--- src/rtl/jackpot_pkg.sv ---
// jackpot_pkg: state encoding, LED patterns and helpers shared by the jackpot round controller
package jackpot_pkg;

    typedef enum logic [2:0] {
        ST_IDLE = 3'd0,
        ST_SPIN = 3'd1,
        ST_HIT  = 3'd2,
        ST_MISS = 3'd3,
        ST_OVER = 3'd4
    } state_e;

    localparam logic [3:0] LED_OFF   = 4'b0000;
    localparam logic [3:0] LED_ALL   = 4'b1111;
    localparam logic [3:0] LED_FIRST = 4'b0001;
    localparam logic [3:0] LED_LAST  = 4'b1000;
    localparam logic [3:0] OVER_A    = 4'b1010;
    localparam logic [3:0] OVER_B    = 4'b0101;

    localparam logic [1:0] MAX_LEVEL = 2'd3;

    // One position further along the ring; LED_LAST wraps back to LED_FIRST.
    function automatic logic [3:0] rotl(input logic [3:0] v);
        return {v[2:0], v[3]};
    endfunction

endpackage

--- src/rtl/jackpot_tick_gen.sv ---
// jackpot_tick_gen: step prescaler, period TICK_DIV >> level, held at zero while clr is high
module jackpot_tick_gen #(
    parameter int TICK_DIV = 50000000
) (
    input  logic       clk,
    input  logic       rst,
    input  logic       clr,
    input  logic [1:0] level,
    output logic       step
);

    localparam int CW = $clog2(TICK_DIV);

    logic [CW-1:0] cnt_q, cnt_d, last;

    assign last  = CW'((TICK_DIV >> level) - 1);
    assign step  = (cnt_q == last);
    assign cnt_d = (clr || step) ? '0 : cnt_q + CW'(1);

    // Free-running divider; restarts from zero on every controller state change.
    always_ff @(posedge clk) begin
        if (rst) cnt_q <= '0;
        else     cnt_q <= cnt_d;
    end

endmodule

--- src/rtl/jackpot_round_ctrl.sv ---
// jackpot_round_ctrl: rotating-LED jackpot game sequencer (optional macro JACKPOT_SPEEDUP_EN: hits raise the step rate)
module jackpot_round_ctrl
    import jackpot_pkg::*;
#(
    parameter int TICK_DIV   = 50000000,
    parameter int SHOW_STEPS = 4,
    parameter int LIVES      = 3,
    parameter int SCORE_W    = 8
) (
    input  logic               clk,
    input  logic               rst,
    input  logic               start,
    input  logic [3:0]         switch,
    output logic [3:0]         led,
    output logic [SCORE_W-1:0] score,
    output logic [1:0]         lives,
    output logic               game_over,
    output logic               step
);

    localparam int SHOW_W = (SHOW_STEPS > 1) ? $clog2(SHOW_STEPS) : 1;

    state_e             state_q, state_d;
    logic [3:0]         led_q, led_d;
    logic [SCORE_W-1:0] score_q, score_d;
    logic [1:0]         lives_q, lives_d;
    logic [SHOW_W-1:0]  show_q, show_d;
    logic               game_over_q, step_q, start_q;
    logic [3:0]         sw_meta_q, sw_s_q, sw_d_q;
    logic [3:0]         press;
    logic               tick, clr, restart, show_done;
    logic [1:0]         level;

`ifdef JACKPOT_SPEEDUP_EN
    logic [1:0] level_q, level_d;
    assign level = level_q;
`else
    assign level = 2'd0;
`endif

    assign press     = sw_s_q & ~sw_d_q;
    assign restart   = start && (state_q == ST_IDLE || (state_q == ST_OVER && !start_q));
    assign show_done = (show_q == SHOW_W'(SHOW_STEPS - 1));
    assign clr       = (state_d != state_q) || (state_q == ST_IDLE);

    jackpot_tick_gen #(.TICK_DIV(TICK_DIV)) u_tick (
        .clk   (clk),
        .rst   (rst),
        .clr   (clr),
        .level (level),
        .step  (tick)
    );

    // Next-state and next-output decision; a press in SPIN wins over a step in the same cycle.
    always_comb begin
        state_d = state_q;
        led_d   = led_q;
        score_d = score_q;
        lives_d = lives_q;
        show_d  = show_q;
`ifdef JACKPOT_SPEEDUP_EN
        level_d = level_q;
`endif
        if (restart) begin
            state_d = ST_SPIN;
            led_d   = LED_FIRST;
            score_d = '0;
            lives_d = 2'(LIVES);
`ifdef JACKPOT_SPEEDUP_EN
            level_d = 2'd0;
`endif
        end else begin
            case (state_q)
                ST_SPIN: begin
                    if (press != 4'b0000) begin
                        show_d = '0;
                        if (press == led_q) begin
                            state_d = ST_HIT;
                            led_d   = LED_ALL;
                            score_d = (&score_q) ? score_q : score_q + SCORE_W'(1);
`ifdef JACKPOT_SPEEDUP_EN
                            level_d = (level_q == MAX_LEVEL) ? level_q : level_q + 2'd1;
`endif
                        end else begin
                            state_d = ST_MISS;
                            led_d   = LED_OFF;
                            lives_d = lives_q - 2'd1;
                        end
                    end else if (tick) begin
                        led_d = rotl(led_q);
                    end
                end
                ST_HIT, ST_MISS: begin
                    if (tick && show_done) begin
                        state_d = (state_q == ST_MISS && lives_q == 2'd0) ? ST_OVER : ST_SPIN;
                        led_d   = (state_q == ST_MISS && lives_q == 2'd0) ? OVER_A : LED_FIRST;
                    end else if (tick) begin
                        show_d = show_q + SHOW_W'(1);
                    end
                end
                ST_OVER: led_d = tick ? ((led_q == OVER_A) ? OVER_B : OVER_A) : led_q;
                default: led_d = LED_OFF;
            endcase
        end
    end

    // Registered FSM state, game outputs, start history and switch synchronizer/edge flops.
    always_ff @(posedge clk) begin
        if (rst) begin
            state_q     <= ST_IDLE;
            led_q       <= LED_OFF;
            score_q     <= '0;
            lives_q     <= 2'(LIVES);
            show_q      <= '0;
            game_over_q <= 1'b0;
            step_q      <= 1'b0;
            start_q     <= 1'b0;
            sw_meta_q   <= 4'b0000;
            sw_s_q      <= 4'b0000;
            sw_d_q      <= 4'b0000;
`ifdef JACKPOT_SPEEDUP_EN
            level_q     <= 2'd0;
`endif
        end else begin
            state_q     <= state_d;
            led_q       <= led_d;
            score_q     <= score_d;
            lives_q     <= lives_d;
            show_q      <= show_d;
            game_over_q <= (state_d == ST_OVER);
            step_q      <= tick;
            start_q     <= start;
            sw_meta_q   <= switch;
            sw_s_q      <= sw_meta_q;
            sw_d_q      <= sw_s_q;
`ifdef JACKPOT_SPEEDUP_EN
            level_q     <= level_d;
`endif
        end
    end

    assign led       = led_q;
    assign score     = score_q;
    assign lives     = lives_q;
    assign game_over = game_over_q;
    assign step      = step_q;

endmodule

--- config.mk ---
export PLATFORM = sky130hd
export DESIGN_NAME = jackpot_round_ctrl
export DESIGN_NICKNAME = d
export VERILOG_FILES = /design/src/rtl/jackpot_pkg.sv /design/src/rtl/jackpot_tick_gen.sv /design/src/rtl/jackpot_round_ctrl.sv
export SDC_FILE = /design/constraint.sdc
export NUM_CORES = 1
export LEC_CHECK = 0
export ABC_CLOCK_PERIOD_IN_PS = 4100
export BUFFER_PORTS_ARGS = -buffer_cell sky130_fd_sc_hd__buf_2
export CAP_MARGIN = 10
export CELL_PAD_IN_SITES_DETAIL_PLACEMENT = 0
export CELL_PAD_IN_SITES_GLOBAL_PLACEMENT = 1
export CORE_ASPECT_RATIO = 0.9
export CORE_UTILIZATION = 35
export CTS_CLUSTER_SIZE = 25
export DETAILED_ROUTE_END_ITERATION = 7
export GPL_TIMING_DRIVEN = 0
export PLACE_DENSITY_LB_ADDON = 0.1
export SLEW_MARGIN = 20
export SYNTH_ARGS = -nofsm -noshare
export SYNTH_HDL_FRONTEND = slang
export SYNTH_SLANG_ARGS = --single-unit
--- constraint.sdc ---
create_clock -name clk -period 4.1 [get_ports clk]
set_input_delay 0.82 -clock clk [delete_from_list [all_inputs] [get_ports clk]]
set_output_delay 0.82 -clock clk [all_outputs]
set_load 0.02 [all_outputs]
==> results of run 1 <==
==> power by group through the flow <==
stage	sequential [µW]	clock, µW	combinational, µW
floorplan	614	0	82.9
global placement	613	0	120
detailed placement	613	0	121
CTS	600	651	121
global route	601	677	131
finish	600	626	121
==> cell type report <==
type                    count  area share, %
clock inverters             3          2.034
inverters                  13          1.442
repair buffers             22          3.254
plain buffers              17          2.663
flip-flops and latches     60          35.50
clock buffers              12          4.882
well taps                  99          3.661
multi-input cells         238          46.56
==> metrics by stage <==
stage          hold WS, ns  area, µm²  util (%)  power [µW]  cells
4_1_cts             0.4468       3383     41.94        1372    464
6_report            0.4381       3383     41.94        1346    464
3_3_place_gp        0.4173       3149     39.04       733.0    449
5_1_grt             0.4636       3383     41.94        1409    464
2_1_floorplan       0.4138       2915         -       697.3    328
3_5_place_dp        0.4299       3149     39.04       734.2    449
==> per-layer routing <==
metal  part of all wire [%]  GRT usage, %
met3                    3.8         4.581
met2                     39         22.73
met5                      0             0
met4                    1.6         6.513
met1                     55         24.84
==> state kept, by name, summed over array words and instances (netlist names) <==
register      flops
u_tick.cnt_q     26
score             8
led               4
sw_d_q            4
sw_meta_q         4
sw_s_q            4
state_q           3
lives             2
show_q            2
game_over         1
start_q           1
step              1
==> kinds of logic (layout without fill, tap and decap cells) <==
| logic type | count (synthesis) | in the layout | synth area share [%] |
|---|---|---|---|
| adder cells (fa/ha/maj) | 4 | 4 | 1.717 |
| flip-flops | 60 | 60 | 41.20 |
| multiplexers | 7 | 7 | 2.446 |
| AO/OA/AOI/OAI | 43 | 43 | 10.82 |
| AND/OR/NAND/NOR | 156 | 156 | 30.64 |
| buffers and inverters | 30 | 67 | 4.764 |
| XOR/XNOR | 28 | 28 | 8.412 |
==> final timing paths <==
| check | start | endpoint | depth (start not counted) |
|---|---|---|---|
| min reg2reg | sw_meta_q[2] | sw_s_q[2] | 1 |
| min | sw_meta_q[2] | sw_s_q[2] | 1 |
| max reg2reg | u_tick.cnt_q[0] | u_tick.cnt_q[17] | 9 |
| max | u_tick.cnt_q[0] | u_tick.cnt_q[17] | 9 |
==> cell usage in the layout (no fill, tap or decap), types with 7 or more instances in the layout <==
| master | count |
|---|---|
| nand4_1 | 7 |
| nor2_1 | 38 |
| nand3_1 | 18 |
| clkbuf_8 | 12 |
| nor4_1 | 8 |
| a21oi_1 | 8 |
| xor2_1 | 8 |
| buf_2 | 27 |
| dfxtp_1 | 60 |
| clkbuf_1 | 7 |
| nor2b_1 | 13 |
| nand2_1 | 21 |
| nor3_1 | 12 |
| xnor2_1 | 20 |
| inv_1 | 13 |
==> Yosys cell counts, types with 2 or more instances <==
master	instances
inv_1	13
nor4_1	8
or3_1	6
o21a_1	2
and3_1	6
mux2i_1	6
nor2b_4	3
and4_1	5
nor2_1	38
a211oi_1	2
nor3_1	12
a21oi_1	8
o211ai_1	3
and2_1	2
dfxtp_1	60
and4bb_2	2
nor2b_1	13
a31oi_1	2
xor2_1	8
xnor2_1	20
a21boi_0	2
nand2_1	21
buf_2	5
o31ai_1	5
nand4_1	7
o311ai_0	2
nand4b_1	2
nand3_1	18
clkbuf_1	7
o21ai_0	4
ha_1	4
a32o_1	3
o41ai_1	2
buf_6	2
==> summary.txt, run 1 <==
Clock tree
  • Max clock buf depth: 2
  • # H-tree levels: 3
  • Clk_lat worst skew: 0.34 ns
  • Worst-path clk slew: 0.07 ns
  • Postcts setup bufs: 0
  • Hold-fix buffers, CTS: 0
  • TritonCTS Buffers: 9
  • Clk sinks: 60
  • CTS tree: built
  • Clock root cell: clkbuf_8
  • Resize count post-CTS: 0

Yosys
  • Post-synth EDFFs: 0
  • Async SR Flop Fraction: 0%
  • Mapped Nets: 339
  • Post-synth top flop: dfxtp_1
  • Synth Instances: 328
  • Synth Area per Inst: 8.888 µm²
  • Seq/Total Area, Yosys: 41.20%
  • Flops & latches, synth: 60
  • Yosys warning count: 0
  • Distinct cells, synth: 59
  • Mapped Area: 0.002915 mm²
  • Top-area cell type share of the netlist area: 41.20%
  • Synth area leader: dfxtp_1
  • Top cells by area, synth: dfxtp_1 41%, xnor2_1 6.0%, nor2_1 4.9%, nand3_1 3.1%, nor2b_1 2.8%

Place
  • Routability Congestion: 0.7745
  • Port buffer count: 22
  • Final HPWL DP: 4834 µm
  • Worst Setup Slack post-DPL: 1.644 ns

Setup path
  • Largest stage delay, worst path: 0.34 ns
  • Crit path buf inv count: 3
  • Most used cell, CP: buf_2
  • Type of origin of the critical path: flip-flop
  • Worst path top cell family by delay: simple AND/OR/NAND/NOR gates
  • Slowest stage cell, crit path: dfxtp_1
  • Critical path type: reg -> reg
  • CP Capture Type: flip-flop
  • Worst reg-to-reg setup slack: 1.74 ns
  • CP arrival: 2.64 ns
  • CP Cell Sequence: ha_1 -> and3_1 -> buf_2 -> nand3_1 -> or2_0 -> clkbuf_1 -> nand3_2 -> buf_2 -> nor2_1
  • Critical Path RT: 4.38 ns
  • Critical Path Fanout Max: 10

Detailed routing
  • Routed vias/inst: 5.162
  • Drt wl/cell: 14.82 µm
  • Final WL: 6877 µm
  • DR vias: 2,395
  • Residual DRC count: 0
  • Number of antenna-violating nets in the routed design: 0
  • Pre-antenna DRT Iters: 4
  • 1st-iter DRT viols: 130

Die
  • Die Y: 88.58 µm
  • Row count: 31
  • Die area: 0.008699 mm²
  • Core area: 0.008068 mm²
  • Initial Util: 36.14%
  • Die X-Extent: 98.20 µm
  • # IOs: 23

Cells and area
  • Area grow syn2layout: 16.05%
  • Nets@finish: 372
  • Fillers: 831
  • Multi-input logic area: 0.001575 mm²
  • Layout cells sized above 1: 16.16%
  • # diodes: 0
  • Seq. cell area: 0.001201 mm²

STA
  • Relative slew slack: 49.60%
  • Fmax: 423.8 MHz
  • Final hold violations: 0
  • Skew final: 0.01032 ns
  • Max Slew Vio Count: 0
  • Unrepaired setup endpoints after global routing: false
  • Final Cycle Share: 57.55%
  • Final setup viols: 0
  • Min Tclk post-route: 2.359 ns
  • Post-route worst setup slack: 1.741 ns
  • Worst-Margin Slew: 0.7502 ns
  • Setup TNS: 0 ns

Global route
  • First-pass GRT wire length: 11,050 µm
  • Largest net degree at the start of global routing: 11
  • Initial antenna violation count: 0
  • Vias in the first global route: 2,106
  • Total Routing Usage GR: 16.76%
  • Grt ovf: 0

Pwr
  • Switching Share: 23.87%
  • Sw Pwr: 321.3 µW
  • Leak pwr: 0.001211 µW
  • Int Power: 1025 µW
  • Clock share of power: 46.5%
  • Combinational share of power: 9.0%
  • Power Density: 397.9 mW/mm²
  • Sequential Power Share: 44.6%
  • Peak supply drop: 0.2091 mV

Flow run
  • Max_cap viols: 0

Min path
  • Hold WC Path Type: reg -> reg

Run status
  • Status: complete, no violations
Note: power is estimated with default switching activity, not from simulation.
==> inputs of run 2 (changes only) <==
--- a/config.mk
+++ b/config.mk
@@ -5,7 +5,7 @@
 export SDC_FILE = /design/constraint.sdc
 export NUM_CORES = 1
 export LEC_CHECK = 0
-export ABC_CLOCK_PERIOD_IN_PS = 4100
+export ABC_CLOCK_PERIOD_IN_PS = 2000
 export BUFFER_PORTS_ARGS = -buffer_cell sky130_fd_sc_hd__buf_2
 export CAP_MARGIN = 10
 export CELL_PAD_IN_SITES_DETAIL_PLACEMENT = 0
==> constraint.sdc (replaced) <==
create_clock -name clk -period 2 [get_ports clk]
set_input_delay 0.4 -clock clk [delete_from_list [all_inputs] [get_ports clk]]
set_output_delay 0.4 -clock clk [all_outputs]
set_load 0.02 [all_outputs]
==> summary.txt, run 2 (synthesis results as in run 1) <==
STA
  • Worst-Margin Slew: 0.5121 ns (-0.2381 ns)
  • Unrepaired setup endpoints after global routing: true
  • Worst hold margin: 0.2589 ns (-0.1793 ns)
  • Post-route worst setup slack: 0.09259 ns (-1.648 ns)
  • Final setup viols: 0 (unchanged)
  • Fmax: 524.3 MHz (+24%)
  • Final hold violations: 0 (unchanged)
  • Skew final: 0.01044 ns (+0.0001113 ns)
  • Final Cycle Share: 95.37% (+38 points)
  • Max Slew Vio Count: 0 (unchanged)
  • Min Tclk post-route: 1.907 ns (-0.4520 ns)
  • Relative slew slack: 65.86% (+16 points)
  • Setup TNS: 0 ns (unchanged)

Cells and area
  • Post-Layout Inst Area: 0.003501 mm² (+3.5%)
  • Commonest non-fill, non-tap cell in the layout: dfxtp_1
  • Nets@finish: 378 (+1.6%)
  • Area grow syn2layout: 20.09%
  • Fillers: 824 (-0.84%)
  • # diodes: 0 (unchanged)
  • Max reg flops: 26 (unchanged)
  • Largest register by flop count: u_tick.cnt_q
  • Layout cells sized above 1: 20.75% (+4.6 points)
  • Most frequent cells in the layout: 58 x dfxtp_1, 37 x nor2_1, 23 x buf_2

Place
  • Final HPWL DP: 4834 µm (unchanged)
  • Worst Setup Slack post-DPL: -0.3559 ns (-2.000 ns)
  • DP Area: 0.003149 mm² (unchanged)
  • Port buffer count: 22 (unchanged)
  • Routability Congestion: 0.7745 (unchanged)

Die
  • Row count: 31 (unchanged)
  • # IOs: 23 (unchanged)
  • Core area: 0.008068 mm² (unchanged)
  • Die X-Extent: 98.20 µm (unchanged)
  • Die area: 0.008699 mm² (unchanged)
  • Initial Util: 36.14% (unchanged)
  • Die Y: 88.58 µm (unchanged)

Clock tree
  • Worst-path clk slew: 0.07 ns (about the same)
  • Max clock buf depth: 2 (unchanged)
  • Clk sinks: 60 (unchanged)
  • CTS tree: built
  • Hold-fix buffers, CTS: 0 (unchanged)
  • # H-tree levels: 3 (unchanged)
  • Clk_lat worst skew: 0.35 ns (about the same)
  • TritonCTS Buffers: 9 (unchanged)
  • Clock root cell: clkbuf_8

Setup path
  • Critical Path RT: 2.24 ns (-2.14 ns)
  • Worst R2R Path Depth: 7 (-2)
  • CP Capture Type: flip-flop
  • Critical path type: reg -> reg
  • Critical Path Fanout Max: 7 (-3)
  • R2R Path Start: u_tick.cnt_q[0]
  • Type of origin of the critical path: flip-flop
  • Worst Setup SP: u_tick.cnt_q[0]
  • RR Endpoint: u_tick.cnt_q[24]
  • Worst reg-to-reg setup slack: 0.09 ns (-1.65 ns)
  • Setup crit end: u_tick.cnt_q[24]
  • CP arrival: 2.15 ns (-0.49 ns)

Global route
  • Total Routing Usage GR: 16.88% (+0.12 points)
  • Largest net degree at the start of global routing: 17 (+6)
  • Initial antenna violation count: 0 (unchanged)
  • First-pass GRT wire length: 11,150 µm (+0.88%)
  • Grt ovf: 0 (unchanged)
  • Vias in the first global route: 2,131 (+1.2%)

Pwr
  • Peak supply drop: 0.4283 mV (+100%)
  • Leak pwr: 0.001280 µW (+5.7%)
  • Power Density: 794.9 mW/mm² (+100%)

Detailed routing
  • 1st-iter DRT viols: 111 (-15%)
  • Number of antenna-violating nets in the routed design: 0 (unchanged)
  • Final WL: 6911 µm (+0.49%)
  • Routed vias/inst: 5.145 (-0.33%)
  • Drt wl/cell: 14.70 µm (-0.79%)
  • Residual DRC count: 0 (unchanged)
  • DR vias: 2,418 (+0.96%)
  • Pre-antenna DRT Iters: 5 (+1)

Run status
  • Status: complete, no violations

Min path
  • Hold_sp: switch[0]
  • Hold WC Path Type: in -> reg

Flow run
  • Max_cap viols: 0 (unchanged)
==> run 2: area by class of cell <==
cell class | count | area [µm²] | area share, %
Timing Repair Buffer | 30 | 170.2 | 4.861
Multi-Input combinational cell | 238 | 1618 | 46.21
Sequential cell | 60 | 1204 | 34.38
Buffer | 15 | 102.6 | 2.931
Clock buffer | 12 | 165.2 | 4.718
Tap cell | 99 | 123.9 | 3.538
Inverter | 13 | 48.80 | 1.394
Clock inverter | 3 | 68.82 | 1.966
==> run 2: critical path, stage by stage (launching register included) <==
cell and delay (ns):
dfxtp_2 0.35, ha_2 0.18, and3_1 0.17, buf_6 0.13, nand4_1 0.34, nor4_1 0.42
xnor2_1 0.16, nor2_1 0.05
==> run 2: what timing repair did <==
item | 4_1_cts | 5_1_grt
endpoints found under the hold margin | 0 | 0
pin swaps | 2 | 3
buffers inserted | 4 | 4
endpoints found under the setup margin | 36 | 34
resized for setup | 10 | 12
==> run 2: per-stage QoR <==
step	std cells	power [µW]	utilization (%)
after CTS	466	2830	42.70
final	470	2783	43.39
after floorplan	328	1430	-
after global routing	470	2912	43.39
after detailed placement	449	1505	39.04
after global placement	449	1503	39.04
==> run 2: power by group <==
group,internal (µW),switching (µW)
sequential,1220,13.7
clock,799,485
combinational,102,167
==> run 2: worst min-delay path by stage <==
stage,slack (ns),to,depth (start not counted)
after floorplan,0.41,sw_s_q[0],1
after global placement,0.42,sw_s_q[3],1
after detailed placement,0.43,sw_s_q[2],1
after CTS,0.24,sw_meta_q[0],2
after global routing,0.25,sw_meta_q[1],2
final,0.26,sw_meta_q[0],2
==> run 2: metal layers <==
layer / wire length, µm / global-route usage [%] / part of all wire (%)
met1: 3744 / 25.08 / 54
met2: 2729 / 22.86 / 39
met5: 0 / 0 / 0
met4: 107 / 6.513 / 1.5
met3: 330 / 4.581 / 4.8
